$ cat src/rtl/gray_pkg.sv
// gray_pkg
//   Shared helpers for the Gray-coded counter/comparator family.
//   - CMP_GT / CMP_EQ / CMP_LT : one-hot comparison result encodings,
//     ordered to match the {greater, equal, less} flag bundle.
//   - max_count(w)  : terminal count (2^w - 1) for a w-bit counter (w <= 32).
//   - bin2gray(b)   : binary -> reflected Gray (zero-extended to 32 bits).
//   - gray2bin(g)   : reflected Gray -> binary (zero-extended to 32 bits).
//   The conversions work on 32-bit containers; narrower values are simply
//   zero-extended, which leaves both conversions correct for any width <= 32.
package gray_pkg;

  localparam int MAX_WIDTH = 32;

  localparam logic [2:0] CMP_GT = 3'b100;
  localparam logic [2:0] CMP_EQ = 3'b010;
  localparam logic [2:0] CMP_LT = 3'b001;

  function automatic logic [MAX_WIDTH-1:0] max_count(input int w);
    logic [MAX_WIDTH:0] one_ext;
    one_ext = {{MAX_WIDTH{1'b0}}, 1'b1};
    // Computed one bit wider so w == 32 does not overflow the shift.
    max_count = MAX_WIDTH'((one_ext << w) - 1'b1);
  endfunction

  function automatic logic [MAX_WIDTH-1:0] bin2gray(input logic [MAX_WIDTH-1:0] b);
    bin2gray = b ^ (b >> 1);
  endfunction

  function automatic logic [MAX_WIDTH-1:0] gray2bin(input logic [MAX_WIDTH-1:0] g);
    logic [MAX_WIDTH-1:0] b;
    b[MAX_WIDTH-1] = g[MAX_WIDTH-1];
    // Each binary bit is the XOR of all Gray bits at or above it.
    for (int i = MAX_WIDTH - 2; i >= 0; i--) begin
      b[i] = g[i] ^ b[i+1];
    end
    gray2bin = b;
  endfunction

endpackage

$ cat src/rtl/gray_encoder.sv
// gray_encoder
//   Purely combinational binary -> reflected Gray converter.
//   Ports:
//     bin_in   [WIDTH-1:0]  binary value
//     gray_out [WIDTH-1:0]  Gray code of bin_in (MSB passes straight through)
module gray_encoder #(
  parameter int WIDTH = 4
) (
  input  logic [WIDTH-1:0] bin_in,
  output logic [WIDTH-1:0] gray_out
);

  assign gray_out[WIDTH-1] = bin_in[WIDTH-1];

  generate
    for (genvar gi = 0; gi < WIDTH - 1; gi++) begin : g_bit
      assign gray_out[gi] = bin_in[gi] ^ bin_in[gi+1];
    end
  endgenerate

endmodule

$ cat src/rtl/gray_counter_cmp.sv
// gray_counter_cmp
//   Up/down counter with registered binary and Gray outputs and a registered
//   unsigned comparison against a programmable threshold. Intended as the
//   pointer/threshold element of clock-crossing FIFOs and event timers: the
//   Gray output goes to the far domain, the compare flags to local control.
//   Every output is registered from the same next-count value, so binary,
//   Gray and flags always describe the same count.
//   Ports:
//     clk              rising-edge clock
//     reset            synchronous active-high reset, dominates all inputs
//     enable_in        step the counter this edge
//     up_down_in       1 = increment, 0 = decrement
//     load_in          load load_value_in (beats enable_in)
//     load_value_in    binary load value
//     compare_in       binary threshold, takes effect at the next edge
//     binary_out       registered binary count
//     gray_out         registered Gray code of binary_out
//     count_greater    binary_out >  compare_in
//     count_equal      binary_out == compare_in
//     count_less       binary_out <  compare_in
//     match_pulse_out  one-cycle pulse when count_equal rises
//     wrap_out         one-cycle pulse on terminal-count wrap (WRAP_EN=1)
//   Parameters:
//     WIDTH    counter/threshold width, >= 2
//     WRAP_EN  1: wrap at the terminal counts, 0: saturate at 0 and max
module gray_counter_cmp
  import gray_pkg::*;
#(
  parameter int WIDTH   = 4,
  parameter bit WRAP_EN = 1'b1
) (
  input  logic             clk,
  input  logic             reset,
  input  logic             enable_in,
  input  logic             up_down_in,
  input  logic             load_in,
  input  logic [WIDTH-1:0] load_value_in,
  input  logic [WIDTH-1:0] compare_in,
  output logic [WIDTH-1:0] binary_out,
  output logic [WIDTH-1:0] gray_out,
  output logic             count_greater,
  output logic             count_equal,
  output logic             count_less,
  output logic             match_pulse_out,
  output logic             wrap_out
);

  localparam logic [WIDTH-1:0] MAX_COUNT = WIDTH'(max_count(WIDTH));

  logic [WIDTH-1:0] count_q, count_d;
  logic [WIDTH-1:0] gray_q,  gray_d;
  logic [2:0]       cmp_q,   cmp_d;
  logic             match_q, match_d;
  logic             wrap_q,  wrap_d;

  // Next-count and wrap detection. Load wins over stepping and never wraps.
  always_comb begin
    count_d = count_q;
    wrap_d  = 1'b0;
    if (load_in) begin
      count_d = load_value_in;
    end else if (enable_in) begin
      if (up_down_in) begin
        if (count_q == MAX_COUNT) begin
          if (WRAP_EN) begin
            count_d = '0;
            wrap_d  = 1'b1;
          end
        end else begin
          count_d = count_q + WIDTH'(1);
        end
      end else begin
        if (count_q == '0) begin
          if (WRAP_EN) begin
            count_d = MAX_COUNT;
            wrap_d  = 1'b1;
          end
        end else begin
          count_d = count_q - WIDTH'(1);
        end
      end
    end
  end

  // Compare the value that is about to be registered, so the flags carry the
  // same one-cycle latency as binary_out rather than lagging it by a cycle.
  always_comb begin
    cmp_d = CMP_LT;
    if (count_d > compare_in) begin
      cmp_d = CMP_GT;
    end else if (count_d == compare_in) begin
      cmp_d = CMP_EQ;
    end
    // Rising edge of "equal": a hold on the threshold pulses once only.
    match_d = (cmp_d == CMP_EQ) && (cmp_q != CMP_EQ);
  end

  gray_encoder #(
    .WIDTH (WIDTH)
  ) u_gray_encoder (
    .bin_in   (count_d),
    .gray_out (gray_d)
  );

  always_ff @(posedge clk) begin
    if (reset) begin
      count_q <= '0;
      gray_q  <= '0;
      cmp_q   <= '0;
      match_q <= 1'b0;
      wrap_q  <= 1'b0;
    end else begin
      count_q <= count_d;
      gray_q  <= gray_d;
      cmp_q   <= cmp_d;
      match_q <= match_d;
      wrap_q  <= wrap_d;
    end
  end

  assign binary_out      = count_q;
  assign gray_out        = gray_q;
  assign count_greater   = cmp_q[2];
  assign count_equal     = cmp_q[1];
  assign count_less      = cmp_q[0];
  assign match_pulse_out = match_q;
  assign wrap_out        = wrap_q;

endmodule

$ cat config.mk
export PLATFORM = sky130hd
export DESIGN_NAME = gray_counter_cmp
export DESIGN_NICKNAME = d
export VERILOG_FILES = /design/src/rtl/gray_pkg.sv /design/src/rtl/gray_encoder.sv /design/src/rtl/gray_counter_cmp.sv
export SDC_FILE = /design/constraint.sdc
export NUM_CORES = 1
export LEC_CHECK = 0
export BUFFER_PORTS_ARGS = -buffer_cell sky130_fd_sc_hd__buf_4
export CORE_MARGIN = 4
export CORE_UTILIZATION = 50
export DETAILED_ROUTE_END_ITERATION = 10
export PLACE_DENSITY = 0.9
export SYNTH_ARGS = -nofsm -noshare
export SYNTH_HDL_FRONTEND = slang
export SYNTH_SLANG_ARGS = --single-unit
$ cat constraint.sdc
create_clock -name clk -period 4 [get_ports clk]
set_input_delay 0.4 -clock clk [delete_from_list [all_inputs] [get_ports clk]]
set_output_delay 0.4 -clock clk [all_outputs]
set_load 0.005 [all_outputs]
# Yosys cells after proc, flatten, opt, wreduce, memory -nomap -nowiden
# Index checks and enable logic that the tools add are counted.
[op_classes]
add_sub_neg = 2
n_shift = 0
order_cmp = 1
eq_ne = 4
bitwise = 4
reduce_logical = 3
div = 0
n_mul = 0
mux = 10
[ops]
columns = ["cell", "n"]
rows = [
  ["2-to-1 mux 4 bit", 5],
  ["adder 4 x 1 -> 4 bit, second input constant", 1],
  ["equality test 4 bit", 1],
  ["equality test 4 bit, second input constant", 1],
  ["> comparator 4 bit", 1],
  ["logical NOT 4 bit", 1],
  ["subtractor 4 x 1 -> 4 bit, second input constant", 1],
  ["equality test 3 x 2 -> 1 bit, second input constant", 1],
  ["2-to-1 mux 1 bit", 3],
  ["2-to-1 mux 3 bit", 1],
  ["inequality test 3 x 2 -> 1 bit, second input constant", 1],
  ["OR reduction 3 bit", 1],
  ["XOR 1 bit", 3],
  ["2-to-1 mux 2 bit", 1],
  ["logical AND 1 bit", 1],
  ["NOT 1 bit", 1],
]
[totals]
latchBits = 0
mem_bits_rw = 0
n_memories = 0
out_inout_bits = 13
romBits = 0
reg_bits = 13
elab_cells = 29

# Longest topological paths before layout
[depth]
ltp_word = 10
depth_mapped = 12
mapped_depth_nobuf = 12

# Hierarchy
# A second synthesis with hierarchy kept.
[unflattened]
cells_unflattened = 84
hier_area_um2 = 779.5
[by_module_without_submodules]
columns = ["module", "area_per_inst_um2", "n_inst", "cells_each", "seq_area_each_um2"]
rows = [
  ["gray_counter_cmp", 745.7, 1, 80, 260.2],
  ["gray_encoder", 33.8, 1, 4, 0.0],
]

# Worst setup path before layout
# Ideal clock, no wire load.
[synth_path]
path_kind = "flip-flop to flip-flop"
from = "reg count_q[0], in the netlist binary_out[0]"
to = "reg cmp_q[2]"
path_buffers = 0
period_less_slack_ps = 2254
slack_ps = 1746
required_ps = 3885
stages_incl_launch_ff = 13
t_arrival_ps = 2139
path_cell_list = "dfxtp_1 inv_2 ha_1 xor2_1 mux2i_1 mux2i_1 inv_1 ha_1 nor2b_1 o21ai_0 nand2b_1 a21oi_1 nor2_1"
[synth_via]
elab_chain_len = 7
[synth_rtl]
columns = ["item", "line", "text"]
rows = [
  ["from (decl)", "gray_counter_cmp.sv:50", "logic [WIDTH-1:0] count_q, count_d;"],
  ["from (signal assigned)", "gray_counter_cmp.sv:113", "count_q <= count_d;"],
  ["subtractor 4 x 1 -> 4 bit, or another cell as far along", "gray_counter_cmp.sv:79", "count_d = count_q - WIDTH'(1);"],
  ["2-to-1 mux 4 bit, on equally long branches", "gray_counter_cmp.sv:73, gray_counter_cmp.sv:64", ""],
  ["2-to-1 mux 4 bit *", "gray_counter_cmp.sv:63", "if (up_down_in) begin"],
  ["2-to-1 mux 4 bit *", "gray_counter_cmp.sv:62", "end else if (enable_in) begin"],
  ["2-to-1 mux 4 bit *", "gray_counter_cmp.sv:60", "if (load_in) begin"],
  ["named net count_d[1]", "gray_counter_cmp.sv:50", ""],
  ["> comparator 4 bit *", "gray_counter_cmp.sv:89", "if (count_d > compare_in) begin"],
  ["2-to-1 mux 3 bit *", "gray_counter_cmp.sv:89", ""],
  ["to (signal assigned)", "gray_counter_cmp.sv:115", "cmp_q <= cmp_d;"],
  ["to (decl)", "gray_counter_cmp.sv:52", "logic [2:0] cmp_q, cmp_d;"],
]
# Mark *: on every way through the listed nets, which the timed path passes. The rest lies on a longest branch.
# A chain may end at the register's enable or synchronous reset.

# Final worst setup path
# Ends and elaborated chain as after synthesis.

==> results by group <==
GRT
  – Grt total ovfl: 0
  – Initial antenna violation count: 0
  – All-Layer GR Usage: 19.07%
  – Global-route wire length before repair: 2925 um
  – Via count of the first global-routing pass: 691
  – Pin count of the biggest net entering global routing: 12

Final layout
  – Layout Cells excl Fill: 122
  – Diode count: 0
  – Fin nets: 127
  – Area Growth Syn to Fin: 31.09%
  – Layout cells sized above 1: 33.64%

Setup path
  – R2R Setup Slk: 1.39 ns
  – Critical path's top delay family: adder cells
  – Critical path buffers and inverters: 2
  – Path depth of the worst reg2reg path: 12
  – Critical path data required time: 4.17 ns
  – CP Class: register to register
  – CP Max Fanout: 7
  – Slowest CP cell: dfxtp_1
  – CP arrival: 2.78 ns
  – CP max stage delay: 0.46 ns
  – R2r endpoint: cmp_q[2]
  – Crit. End Element: register
  – Crit start category: register
  – Worst-path cell chain: inv_2 > ha_1 > xor2_1 > mux2i_1 > mux2i_1 > inv_1 > ha_1 > nor2b_1 > o21ai_0 > nand2b_1 > a21oi_1 > nor2_1
  – Worst r2r src: binary_out[0]

Routing
  – Vias post-DR: 725
  – ANT nets after route: 0
  – 1st-iter DRT viols: 39
  – Via density: 5.943
  – WL/cell: 15.38 um
  – Wirelength, routed: 1876 um
  – DRC violations left: 0
  – Number of iterations in the first detailed-routing pass: 4

Clock network
  – Hold Buf Count CTS: 0
  – # Post-CTS Setup Buffers: 0
  – Num CTS Buffers: 3
  – CTS tree: yes
  – Post-CTS sizing: 0
  – H-tree depth: 1
  – Clock Sinks: 12
  – Clk Tree Root Cell: clkbuf_4
  – CTS max path bufs: 2
  – Clk_lat worst skew: 0.27 ns
  – Clock transition at path regs: 0.08 ns

Logic synthesis
  – Synth top cells by count: dfxtp_1, nor2_1, inv_1, ha_1, o21ai_0
  – Mean Syn Cell Area: 8.944 sq um
  – Number of synthesized register bits: 12
  – Post-Synthesis Cells: 81
  – Syn Nets: 100
  – Synth unique cells: 31
  – Cell Area, Synth: 724.4 sq um
  – Most frequent cell after synthesis: dfxtp_1
  – Post-synth top area share: 33.16%
  – Yosys top cell by area: dfxtp_1
  – EDFF count, synth: 0
  – Asr flop ratio synth: 0%
  – Yosys Warn Count: 0
  – Dominant synthesized flop cell: dfxtp_1
  – Top post-synthesis cells by area: dfxtp_1, ha_1, nor2_1
  – Sequential area share after synthesis: 33.16%

Power
  – Worst VDD drop: 0.0002059 V
  – Lkg Pwr: 0.4643 nW
  – PD cells: 354.1 nW/um^2

STA
  – Slew @ Worst Pin: 0.4779 ns
  – Achievable Freq: 382.8 MHz
  – Final hold vios: 0
  – Period utilization: 65.31%
  – Final setup viols: 0
  – Setup Skew: 0.002879 ns
  – Max_slew headroom: 67.23%
  – Slew Limit Fails: 0
  – Setup TNS: 0 ns
  – RSZ-0062 raised after global routing: false
  – Period minus WS final: 2.612 ns

Job
  – Max Cap Viol: 0

Floorplan
  – Die area: 2122 sq um
  – Io pins: 26
  – Initial Utilization: 54.32%
  – DIE HEIGHT: 46.07 um
  – Row cnt: 13
  – Core ar.: 1334 sq um
  – Width of the die: 46.07 um

Hold path
  – Path category of the worst min-delay check: input pin to register
  – Hold EP: binary_out[0]
  – HP Start: reset
  – Hold Path Cell Cnt: 2

Placement
  – GP Congestion: 0.8183
  – Dpl hpwl: 1408 um
  – Dpl cells: 118
  – I/O Buffers: 25

Outcome
  – Run status: finished clean
-- power breakdown --
| group | internal, mW | switching, mW |
|---|---|---|
| combinational | 0.0505 | 0.0486 |
| sequential | 0.131 | 0.00919 |
| clock | 0.0552 | 0.0418 |
-- placed cells by master, fill, tap and decap left out, drive strengths merged --
| cell type | synthesis | layout |
|---|---|---|
| buf | 3 | 25 |
| dfxtp | 12 | 12 |
| nor2 | 11 | 11 |
| inv | 8 | 8 |
| ha | 6 | 6 |
| o21ai | 5 | 5 |
| a21oi | 4 | 4 |
| nand2b | 4 | 4 |
| clkbuf | 0 | 4 |
| a31oi | 3 | 3 |
| nand2 | 2 | 2 |
| nand4 | 2 | 2 |
| xor2 | 2 | 2 |
| mux2i | 2 | 2 |
| mux2 | 2 | 2 |
| nor2b | 2 | 2 |
| a211oi | 2 | 2 |
| nand3 | 2 | 2 |
| and3 | 1 | 1 |
| o31ai | 1 | 1 |
| o311a | 1 | 1 |
| nor3b | 1 | 1 |
| o41ai | 1 | 1 |
| a211o | 1 | 1 |
| xnor2 | 1 | 1 |
| nor3 | 1 | 1 |
| nor4 | 1 | 1 |
-- per-layer routing --
metal / track usage (%) / wire length (um) / share of wire [%]
met2: 31.87 / 950 / 51
met3: 3.516 / 200 / 11
met1: 22.75 / 650 / 35
met4: 10.23 / 74 / 3.9
met5: 0 / 0 / 0
-- logic make-up (layout without fill, tap and decap cells) --
group	after synthesis	after routing	share of synthesized area [%]
AND/OR/NAND/NOR	27	27	20.21
AO/OA/AOI/OAI	18	18	19.17
flip-flops	12	12	33.16
buffers and inverters	11	37	6.564
adder cells (fa/ha/maj)	6	6	10.36
multiplexers	4	4	6.909
XOR/XNOR	3	3	3.628
-- worst reg2reg max path: stages (launching register included) --
cell	delay, ns
dfxtp_1	0.46
inv_2	0.09
ha_1	0.31
xor2_1	0.16
mux2i_1	0.11
mux2i_1	0.39
inv_1	0.10
ha_1	0.30
nor2b_1	0.13
o21ai_0	0.15
nand2b_1	0.09
a21oi_1	0.16
nor2_1	0.06
-- metrics by stage --
step	instance area (sq um)	power [mW]	hold WS, ns	util (%)	worst slack, ns
global placement	913.4	0.2343	0.4321	68.48	1.668
global route	949.7	0.3518	0.3974	71.20	1.119
detailed placement	913.4	0.2404	0.4366	68.48	1.526
floorplan	724.4	0.1988	0.4401	-	1.746
finish	949.7	0.3363	0.3897	71.20	1.388
CTS	949.7	0.3370	0.3866	71.20	1.414
-- sequential cells by signal, summed over array words and instances (netlist names) --
name,cells
binary_out,4
cmp_q,3
gray_out,3
match_pulse_out,1
wrap_out,1
-- cell type report --
cell class,count,area (sq um)
Clock buffer,4,36.28
Fill cell,108,384.1
Inverter,8,30.03
Multi-Input combinational cell,58,436.7
Sequential cell,12,240.2
Tap cell,15,18.77
Timing Repair Buffer,25,187.7
-- worst max-delay path by stage --
stage / from / end / slack [ns] / cells past startpoint
finish: binary_out[0] / cmp_q[2] / 1.39 / 12
global route: binary_out[0] / cmp_q[2] / 1.12 / 12
CTS: binary_out[0] / cmp_q[2] / 1.41 / 12
detailed placement: binary_out[0] / cmp_q[2] / 1.53 / 12
global placement: binary_out[0] / cmp_q[0] / 1.67 / 11
floorplan: binary_out[0] / cmp_q[2] / 1.75 / 12
Power figures use the tool's default switching activity.
